### config.mk
export PLATFORM = sky130hd
export DESIGN_NAME = switch_debounce
export DESIGN_NICKNAME = d
export VERILOG_FILES = /design/src/rtl/sync_ff.sv /design/src/rtl/switch_debounce.sv
export SDC_FILE = /design/constraint.sdc
export NUM_CORES = 1
export LEC_CHECK = 0
export CAP_MARGIN = 10
export CELL_PAD_IN_SITES_DETAIL_PLACEMENT = 0
export CELL_PAD_IN_SITES_GLOBAL_PLACEMENT = 1
export CORE_MARGIN = 4
export CORE_UTILIZATION = 43
export DETAILED_ROUTE_END_ITERATION = 12
export PLACE_DENSITY = 0.72
export SYNTH_ARGS = -nofsm -noshare
export SYNTH_HDL_FRONTEND = slang
export SYNTH_HIERARCHICAL = 1
export SYNTH_SLANG_ARGS = --single-unit
### constraint.sdc
create_clock -name i_Clk -period 2.15 [get_ports i_Clk]
set_input_delay 0.645 -clock i_Clk [delete_from_list [all_inputs] [get_ports i_Clk]]
set_output_delay 0.645 -clock i_Clk [all_outputs]
set_load 0.01 [all_outputs]
### src/rtl/sync_ff.sv
// Multi-flop synchronizer that brings an asynchronous level into the i_Clk domain.
// Reusable for any single-bit asynchronous input; o_Q is the last flop in the chain.
module sync_ff #(
  parameter int SYNC_STAGES = 2
) (
  input  logic i_Clk,
  input  logic i_Rst,
  input  logic i_D,
  output logic o_Q
);

  if (SYNC_STAGES < 2) begin : g_bad_stages
    $error("sync_ff: SYNC_STAGES must be at least 2");
  end

  logic [SYNC_STAGES-1:0] sync_q;
  logic [SYNC_STAGES-1:0] sync_d;

  always_comb begin
    sync_d = {sync_q[SYNC_STAGES-2:0], i_D};
  end

  always_ff @(posedge i_Clk) begin
    if (i_Rst) begin
      sync_q <= '0;
    end else begin
      sync_q <= sync_d;
    end
  end

  assign o_Q = sync_q[SYNC_STAGES-1];

endmodule

### src/rtl/switch_debounce.sv
// Debounces a bouncing mechanical switch: a new synchronized level must hold for
// DEBOUNCE_LIMIT consecutive clocks before o_Switch follows it; press/release pulses mark acceptance.
module switch_debounce #(
  parameter int DEBOUNCE_LIMIT = 250000,
  parameter int SYNC_STAGES    = 2
) (
  input  logic i_Clk,
  input  logic i_Rst,
  input  logic i_Switch,
  output logic o_Switch,
  output logic o_Press,
  output logic o_Release
);

  if (DEBOUNCE_LIMIT < 2 || SYNC_STAGES < 2) begin : g_bad_params
    $error("switch_debounce: DEBOUNCE_LIMIT and SYNC_STAGES must both be at least 2");
  end

  localparam int              CNT_W   = $clog2(DEBOUNCE_LIMIT);
  localparam logic [CNT_W-1:0] CNT_MAX = CNT_W'(DEBOUNCE_LIMIT - 1);

  typedef enum logic {
    ST_STABLE   = 1'b0,
    ST_SETTLING = 1'b1
  } state_e;

  logic             s_sync;
  state_e           state;
  logic [CNT_W-1:0] cnt_q, cnt_d;
  logic             sw_q, sw_d;
  logic             press_q, press_d;
  logic             rel_q, rel_d;

  sync_ff #(
    .SYNC_STAGES(SYNC_STAGES)
  ) u_sync (
    .i_Clk(i_Clk),
    .i_Rst(i_Rst),
    .i_D  (i_Switch),
    .o_Q  (s_sync)
  );

  // The settle state is implied by the synchronized level disagreeing with the accepted one.
  always_comb begin
    state = (s_sync == sw_q) ? ST_STABLE : ST_SETTLING;
  end

  always_comb begin
    cnt_d   = cnt_q;
    sw_d    = sw_q;
    press_d = 1'b0;
    rel_d   = 1'b0;
    case (state)
      ST_STABLE: begin
        cnt_d = '0;
      end
      ST_SETTLING: begin
        if (cnt_q == CNT_MAX) begin
          // Pulses are registered with the new level so they coincide with its first cycle.
          sw_d    = s_sync;
          cnt_d   = '0;
          press_d = s_sync;
          rel_d   = ~s_sync;
        end else begin
          cnt_d = cnt_q + CNT_W'(1);
        end
      end
      default: begin
        cnt_d = '0;
      end
    endcase
  end

  always_ff @(posedge i_Clk) begin
    if (i_Rst) begin
      cnt_q   <= '0;
      sw_q    <= 1'b0;
      press_q <= 1'b0;
      rel_q   <= 1'b0;
    end else begin
      cnt_q   <= cnt_d;
      sw_q    <= sw_d;
      press_q <= press_d;
      rel_q   <= rel_d;
    end
  end

  assign o_Switch  = sw_q;
  assign o_Press   = press_q;
  assign o_Release = rel_q;

endmodule

==> reports/qor_table.md, run 1 <==
| Quantity | Reported |
|:---|:---|
| Run status | finished clean |
| Area added between synthesis and finish | 10.8% |
| Proportion of layout cells with a drive suffix above 1 | 7.76% |
| Number of top-level design ports | 6 |
| Cell count after synthesis | 108 |
| Count of warnings emitted by yosys | 6 |
| Worst-Skew Late Latency | 300 ps |
| Power per cell area | 580 nW/µm² |
| Average size of a mapped cell | 9.23 µm² |
| Average vias per placed instance | 5.26 |
| Total of max-cap violations | 0 |
| Multi-input combinational cell area | 518 µm² |
| WP data required | 1500 ps |
| Number of violations reported at the end of detailed-routing iteration 0 | 9 |
| Initial antenna violation count | 0 |
| Worst vdd rail ir drop | 0.292 mV |
| Number of global-route vias before repair | 727 |
| Pre-antenna DRT Iters | 4 |
| Fill cell total of the finished layout | 235 |
| Nature of the critical path endpoint | output pin |
| Worst Setup Slack, final | 259 ps |
| Antenna diode count | 0 |
| Clock transition at the registers of the reported paths | 120 ps |
| Maximum number of pins on one net before global-route repair | 18 |
| Slew HR | 71.5% |
| Number of nets produced by synthesis | 112 |
| Path type of the worst min-delay path | flip-flop to flip-flop |
| Inserted Clock Buffers | 3 |
| Post-cts hold buffer count | 0 |
| CP Data Arrival Time | 1250 ps |
| Post-route DRC | 0 |
| Setup fix buffers added after clock tree synthesis | 0 |
| Remaining global-route overflow | 0 |
| Number of cells traversed by the worst hold path | 1 |
| Sequential share of the synthesized area | 46.2% |
| Pins over their slew limit | 0 |
| Port Buffer Count | 5 |
| Post-Synthesis Cell Area | 997 µm² |
| Clock tree from TritonCTS | done |
| Chip Width | 56.2 µm |
| Number of sinks handled by clock tree synthesis | 23 |
| First-pass GRT wire length | 3260 µm |
| Final wirelength | 1850 µm |
| Final clock period utilization by the worst path | 88.0% |
| Area of the core region | 2210 µm² |
| Buffers and inverters on the worst path | 1 |
| Cell-by-cell trace of the critical path | clkdlybuf4s50_1 |
| Standard cell with the maximum stage delay on the critical path | clkdlybuf4s50_1 |
| Hold Vio Cnt, Final | 0 |
| Critical path start-end classification | flip-flop to output pin |
| Final setup violation count | 0 |
| Number of H-tree branching levels | 1 |
| Final antenna-violating net count | 0 |
| Lkg Pwr | 0.000318 µW |
| Core utilization of the finished layout | 49.9% |
| RSZ-0062 raised after global routing | no |
| Max Clk Rate | 529 MHz |
| Total negative setup slack | 0 ps |
| Detailed placer's ending HPWL | 1320 µm |
| Synth unique cells | 29 |
| Reg2reg path depth | 4 |
| Crit path time final | 1890 ps |
| Final net count | 121 |
| Post-CTS resize count | 0 |
| Max clock buf depth | 2 |
| Commonest non-fill, non-tap cells in the layout | dfxtp_1 (23), nor2_1 (16), xnor2_1 (11) |
| Hold WS | 471 ps |
| Mean routed wirelength per cell | 12.8 µm |
| Die footprint | 3150 µm² |
| Post-route clock skew | 3.04 ps |
| Total non-filler cell area in the finished layout | 1100 µm² |
| Weighted congestion reported at the end of routability-driven placement | 0.754 |
| Footprint of the flip-flops and latches | 460 µm² |
| DP Area | 1080 µm² |
| Critical path's largest stage delay | 560 ps |
| Number of vias after detailed routing | 757 |
| Die span in y | 56.2 µm |
| Maximum fanout encountered on the critical timing path | 4 |
| Most common cell after layout, fill and taps aside | dfxtp_1 |
| Worst setup slack after placement | 310 ps |
| Count of cell instances traversed by the critical path | 1 |
| Delay-heaviest family, CP | buffers and inverters |
| Initial cell density of the core | 45.1% |
| Startpoint type of the worst setup path | flip-flop |
| Root buffer cell | clkbuf_4 |
| All-Layer GR Usage | 12.6% |
| Worst-margin pin slew | 422 ps |
| Cell Rows | 17 |
| FF+latch count, synth | 23 |
[metal layers]
metal	vias up	track usage, %	wire length, µm
met5	-	0	0
met4	0	3.05	18
met3	2	2.09	36
met2	6	19.4	776
met1	349	18.2	1020
li1	400	-	-
[synth_stat cells (all sizes together)]
master,count,area [µm²]
a21oi,4,23.8
and3,2,12.5
and4,1,8.76
buf,1,7.51
clkbuf,1,3.75
dfxtp,23,460
ha,1,12.5
inv,2,7.51
nand2,5,18.8
nand2b,2,12.5
nand3,6,30.0
nand4,6,52.6
nand4b,1,8.76
nor2,16,60.1
nor2b,2,12.5
nor3,5,25.0
nor4,5,31.3
nor4b,2,17.5
nor4bb,1,10.0
o21ai,3,18.8
o31ai,1,7.51
or2,1,8.76
or3,2,12.5
or4,1,11.3
xnor2,11,96.3
xor2,3,26.3
[sequential cells by signal (all words and copies together) (netlist names)]
signal / cells
cnt_q: 18
o_Switch: 1
o_Release: 1
u_sync/sync_q: 2
o_Press: 1
[power by group]
group          leakage (µW)  switching [µW]  internal [µW]
Combinational      0.000117            5.70           5.83
Clock             0.0000150             127           72.2
Sequential         0.000186            1.36            428
Total              0.000318             134            506
[per-stage QoR]
step / std cells / total power, µW
2_1_floorplan: 108 / 444
3_3_place_gp: 140 / 451
3_5_place_dp: 140 / 451
4_1_cts: 144 / 655
5_1_grt: 144 / 670
6_report: 144 / 641
[final timing paths]
| check | to | slack (ps) | from |
|---|---|---|---|
| max reg2reg | cnt_q[17]$_SDFF_PP0_ | 490 | cnt_q[6]$_SDFF_PP0_ |
| min | u_sync/sync_q[1]$_SDFF_PP0_ | 470 | u_sync/sync_q[0]$_SDFF_PP0_ |
| max | o_Switch | 260 | o_Switch$_SDFFE_PP0P_ |
| min reg2reg | u_sync/sync_q[1]$_SDFF_PP0_ | 470 | u_sync/sync_q[0]$_SDFF_PP0_ |
[layout make-up]
class | count | share of cell area [%]
inverters | 2 | 0.680
clock buffers | 4 | 2.38
multi-input cells | 81 | 46.9
flip-flops and latches | 23 | 41.7
repair buffers | 6 | 5.21
well taps | 28 | 3.17
[cell families after synthesis]
logic type	after synthesis	synth area share (%)
DFF	23	46.2
AOI/OAI and AO/OA	8	5.02
adders and majority gates	1	1.25
buffers and inverters	4	1.88
xor gates and xnor gates	14	12.3
and+or+nand+nor	58	33.4
Power figures use the tool's default switching activity.
==> inputs of run 2 (changes only) <==
Settings changed: CTS_CLUSTER_DIAMETER from default to 60.
==> results of run 2 <==
The final DEF is identical to that of run 1; final timing and power are the same.
==> inputs of run 3 (changes only) <==
Settings changed: TNS_END_PERCENT from default to 5.
==> results of run 3 <==
The final DEF is identical to that of run 1; final timing and power are the same.
==> edit 1: new RTL, flow settings as in run 1 <==
The output `o_Press` loses its register stage (`press_q` becomes a continuous assignment).
--- a/src/rtl/switch_debounce.sv
+++ b/src/rtl/switch_debounce.sv
@@ -76,13 +76,13 @@
       cnt_q   <= '0;
       sw_q    <= 1'b0;
-      press_q <= 1'b0;
       rel_q   <= 1'b0;
     end else begin
       cnt_q   <= cnt_d;
       sw_q    <= sw_d;
-      press_q <= press_d;
       rel_q   <= rel_d;
     end
   end
+
+  assign press_q = press_d;
 
   assign o_Switch  = sw_q;
Check against the original RTL: same outputs for any inputs over 10 cycles, from zero or initial values and one cycle with i_Rst high; that may be too few to reach the edited logic, so the function may still have changed.
==> edit 1 against run 1 <==
  * Power rose by 2.3%
  * Worst setup slack got worse by 0.24 ns
  * Maximum frequency decreased by 11%
  * Sequential cell count down 1
  * Sequential share of layout area fell by 9.4 points
  * First-iteration DRC count rose to 3.1 times the old value
  * Critical path depth grew 4
  * Critical endpoint is now o_Press
  * Wire length up 27%
  * Synthesized area is 2.4% lower
  * Design area increased by 25%
  * Clock skew up 0.0031 ns
==> edit 1: results (changes against run 1) <==
CELLS AND AREA
--------------------------------------------------------------------------------
Post-layout net count .............................................          153   +26%
# fillers .........................................................          179   -24%
Biggest regs ...................................................... cnt_q: 18 flops, u_sync/sync_q: 2 flops
Share of cells above drive strength 1 .............................       0.3784   +0.3008

DETAILED ROUTING
--------------------------------------------------------------------------------
DRC marker count from the first detailed-route iteration ..........           28   +19
First drt pass iteration count ....................................            7   +3
Per-cell via count in the routed design ...........................        5.291   +0.66%

GRT
--------------------------------------------------------------------------------
Number of antenna violations at the first check in global routing .            0   unchanged
All-layer global routing usage ....................................       0.1643   +0.03842
First-pass GRT wire length ........................................      4043 µm   +24%
Vias in the first global route ....................................          887   +22%

STA
--------------------------------------------------------------------------------
Post-route clock skew .............................................  0.006115 ns   +0.003070 ns
Minimum clock period after layout .................................     2.131 ns   +0.2399 ns
Max-slew headroom at the worst pin ................................       0.7233   +0.008315

OUTCOME
--------------------------------------------------------------------------------
Run status ........................................................ finished clean

CRITICAL PATH
--------------------------------------------------------------------------------
Largest fanout on the critical path ...............................            2   -2
Beginning of the critical path ....................................     cnt_q[6]
R2R depth .........................................................            5   +1
Setup crit end ....................................................      o_Press
Arrival time of the worst setup path ..............................      1.49 ns   +0.24 ns
Reg-to-reg setup timing slack .....................................      0.21 ns   -0.28 ns

PLACED DESIGN
--------------------------------------------------------------------------------
Detailed Place HPWL ...............................................      1736 µm   +32%
Worst slack, placed ...............................................   -0.1472 ns   -0.4575 ns

PWR
--------------------------------------------------------------------------------
Leakage component of the power ....................................    0.4733 nW   +49%
Net load switching power ..........................................  0.0001338 W   -0.49%
Worst IR Drop VDD .................................................     582.5 µV   +99%

SYNTH
--------------------------------------------------------------------------------
Largest cells by area after synthesis ............................. sky130_fd_sc_hd__dfxtp_1 (45%), sky130_fd_sc_hd__xnor2_1 (9.0%), sky130_fd_sc_hd__nor2_1 (5.8%)
Fraction of the yosys area taken by sequential cells ..............       0.4524   -0.009289
Most numerous cell types in the synthesized netlist ............... sky130_fd_sc_hd__dfxtp_1 (22), sky130_fd_sc_hd__nor2_1 (15), sky130_fd_sc_hd__xnor2_1 (10)

## edit 1: cell types whose count changed in the layout (fill, tap and decap cells not counted), sizes merged, moves of 2 or more
cell / delta
buf: +31
nand4: -4
nand2: +3
or4: +3
a21oi: +2
## edit 1: metrics by stage
step	cell area, µm²	hold slack, ns	TNS (ns)	utilization	instances
final	1386	0.4546	0	0.6723	175
after floorplan	973.4	0.4138	0	-	110
after global placement	1262	0.4326	-0.09735	0.6123	167
after CTS	1368	0.4612	0	0.6632	173
after global routing	1386	0.4762	-0.04195	0.6723	175
after detailed placement	1262	0.4382	-0.1472	0.6123	167
## edit 1: layout make-up
cell class | count | area, µm² | share of cell area
multi-input combinational | 84 | 570.5 | 0.4116
sequential | 22 | 447.9 | 0.3231
timing repair buffer | 36 | 290.3 | 0.2094
clock buffer | 4 | 36.28 | 0.02617
tap | 27 | 33.78 | 0.02437
inverter | 2 | 7.507 | 0.005415
## edit 1: timing repair
action,4_1_cts,5_1_grt
setup endpoints to repair,1,1
setup buffers,2,2
pin swaps,4,4
cloned,0,0
gates resized for setup,17,2
## edit 1: power by group through the flow
stage	clock network (W)	registers (W)	logic, W
4_1_cts	0.000235	0.000411	0.0000154
3_5_place_dp	0	0.000420	0.0000153
5_1_grt	0.000246	0.000412	0.0000172
2_1_floorplan	0	0.000420	0.00000485
6_report	0.000229	0.000411	0.0000154
3_3_place_gp	0	0.000420	0.0000148
## edit 1: how the worst min path moves through the flow
stage	startpoint	endpoint	slack, ns
4_1_cts	u_sync/sync_q[0]	u_sync/sync_q[1]	0.46
5_1_grt	u_sync/sync_q[0]	u_sync/sync_q[1]	0.48
3_3_place_gp	u_sync/sync_q[0]	u_sync/sync_q[1]	0.43
2_1_floorplan	u_sync/sync_q[0]	u_sync/sync_q[1]	0.41
3_5_place_dp	u_sync/sync_q[0]	u_sync/sync_q[1]	0.44
6_report	u_sync/sync_q[0]	u_sync/sync_q[1]	0.45
## edit 1: worst max-delay path, stage by stage (launching register included)
cell                      delay, ns
sky130_fd_sc_hd__dfxtp_1       0.36
sky130_fd_sc_hd__nor4b_4       0.32
sky130_fd_sc_hd__and3_4        0.24
sky130_fd_sc_hd__nand2_2       0.05
sky130_fd_sc_hd__nor2_1        0.07
sky130_fd_sc_hd__buf_2         0.13
## edit 1: per-layer routing
| metal | global-route usage | share of wire |
|---|---|---|
| met2 | 0.2703 | 0.48 |
| met4 | 0.04514 | 0.015 |
| met5 | 0 | 0 |
| met1 | 0.2073 | 0.48 |
| met3 | 0.04872 | 0.032 |
## edit 1: logic make-up after synthesis
| group | share of synthesized area |
|---|---|
| simple gates | 0.3342 |
| flops | 0.4524 |
| compound gates | 0.07454 |
| xor+xnor | 0.1080 |
| buf+inv | 0.01799 |
| fa+ha+maj | 0.01285 |
==> edit 2: new RTL, flow settings as in run 1 <==
Made on the original files. The parameter `DEBOUNCE_LIMIT` goes from 250000 to 1000000.
--- a/src/rtl/switch_debounce.sv
+++ b/src/rtl/switch_debounce.sv
@@ -2,5 +2,5 @@
 // DEBOUNCE_LIMIT consecutive clocks before o_Switch follows it; press/release pulses mark acceptance.
 module switch_debounce #(
-  parameter int DEBOUNCE_LIMIT = 250000,
+  parameter int DEBOUNCE_LIMIT = 1000000,
   parameter int SYNC_STAGES    = 2
 ) (
Formal check against the unedited RTL: no difference found for any inputs over 10 cycles, from zero or initial values and one cycle with i_Rst high; that may be too few to reach the edited logic, so the function may still have changed.
==> edit 2 against run 1 <==
  * Sequential cell count grew 2
  * Sequential share of layout area shrank 0.35 points
  * Critical path depth is the same
  * Worst setup slack lost 0.061 ns
  * Synthesized area grew 10%
  * Design area grew 9.6%
  * Power grew 7.2%
  * Maximum frequency shrank 3.1%
  * Wire length grew 11%
  * Critical path type unchanged
  * Final cell count grew 11%
==> edit 2: results (changes against run 1) <==
DETAILED ROUTING
---------------------------------------------------------------------------------
Met2 wire length ...................................................       958 µm   +23%
Average detailed-routed wire length per instance ...................     12.81 µm   about the same
Detailed-routing wirelength on met1 ................................       999 µm   -1.6%
Total number of vias ...............................................          886   +17%

PWR
---------------------------------------------------------------------------------
Clock power share ..................................................        0.302   -0.009
Worst IR Drop VDD ..................................................     344.9 µV   +18%
Power share of the sequential group ................................        0.681   +0.010
Power consumed by combinational cells ..............................  0.0000120 W   +4%

CLOCK NETWORK
---------------------------------------------------------------------------------
Clock slew seen by the registers of the worst setup and hold paths .      0.14 ns   +0.02 ns
Clk sink count .....................................................           25   +8.7%

GRT
---------------------------------------------------------------------------------
Vias in the first global route .....................................          791   +8.8%
All-layer global routing usage .....................................       0.1329   +0.007100
Pin count of the biggest net entering global routing ...............           21   +3

SYNTH
---------------------------------------------------------------------------------
Fraction of the yosys area taken by sequential cells ...............       0.4556   -0.006151
Largest cells by area after synthesis .............................. sky130_fd_sc_hd__dfxtp_1 (46%), sky130_fd_sc_hd__xnor2_1 (9.6%), sky130_fd_sc_hd__nor2_1 (6.8%)
Net count after synthesis ..........................................          126   +13%

CELLS AND AREA
---------------------------------------------------------------------------------
Post-layout util ...................................................       0.4934   -0.006060
Multi-input logic cell count .......................................           90   +11%
Non-clock inverter count in the final layout .......................            5   +3
Multi-input logic portion of the cell area .........................       0.4700   +0.001186
Post-layout net count ..............................................          135   +12%

STA
---------------------------------------------------------------------------------
Max-slew headroom at the worst pin .................................       0.7128   -0.002125

FLOORPLANNING
---------------------------------------------------------------------------------
Tap cells ..........................................................           30   +7.1%

OUTCOME
---------------------------------------------------------------------------------
Run status ......................................................... finished clean

PLACED DESIGN
---------------------------------------------------------------------------------
Detailed Place HPWL ................................................      1446 µm   +9.8%
Placed inst area ...................................................     1184 µm²   +9.7%

edit 2: cell count changes after synthesis, moves of 2 or more:
| cell | run 1 | this run |
|---|---|---|
| sky130_fd_sc_hd__inv_1 | 2 | 5 |
| sky130_fd_sc_hd__dfxtp_1 | 23 | 25 |
| sky130_fd_sc_hd__or3_1 | 2 | 0 |
| sky130_fd_sc_hd__or4_1 | 0 | 3 |
| sky130_fd_sc_hd__buf_2 | 0 | 2 |
| sky130_fd_sc_hd__o31ai_1 | 1 | 3 |
| sky130_fd_sc_hd__nor2_1 | 16 | 20 |
| sky130_fd_sc_hd__nand3_1 | 6 | 9 |
edit 2: final timing paths:
check                                      start                to  slack, ns  cells after the start
worst max register to register          cnt_q[0]         cnt_q[18]       0.42                      4
worst max-delay path                    o_Switch          o_Switch       0.20                      1
worst min-delay path            u_sync/sync_q[0]  u_sync/sync_q[1]       0.46                      1
worst min register to register  u_sync/sync_q[0]  u_sync/sync_q[1]       0.46                      1
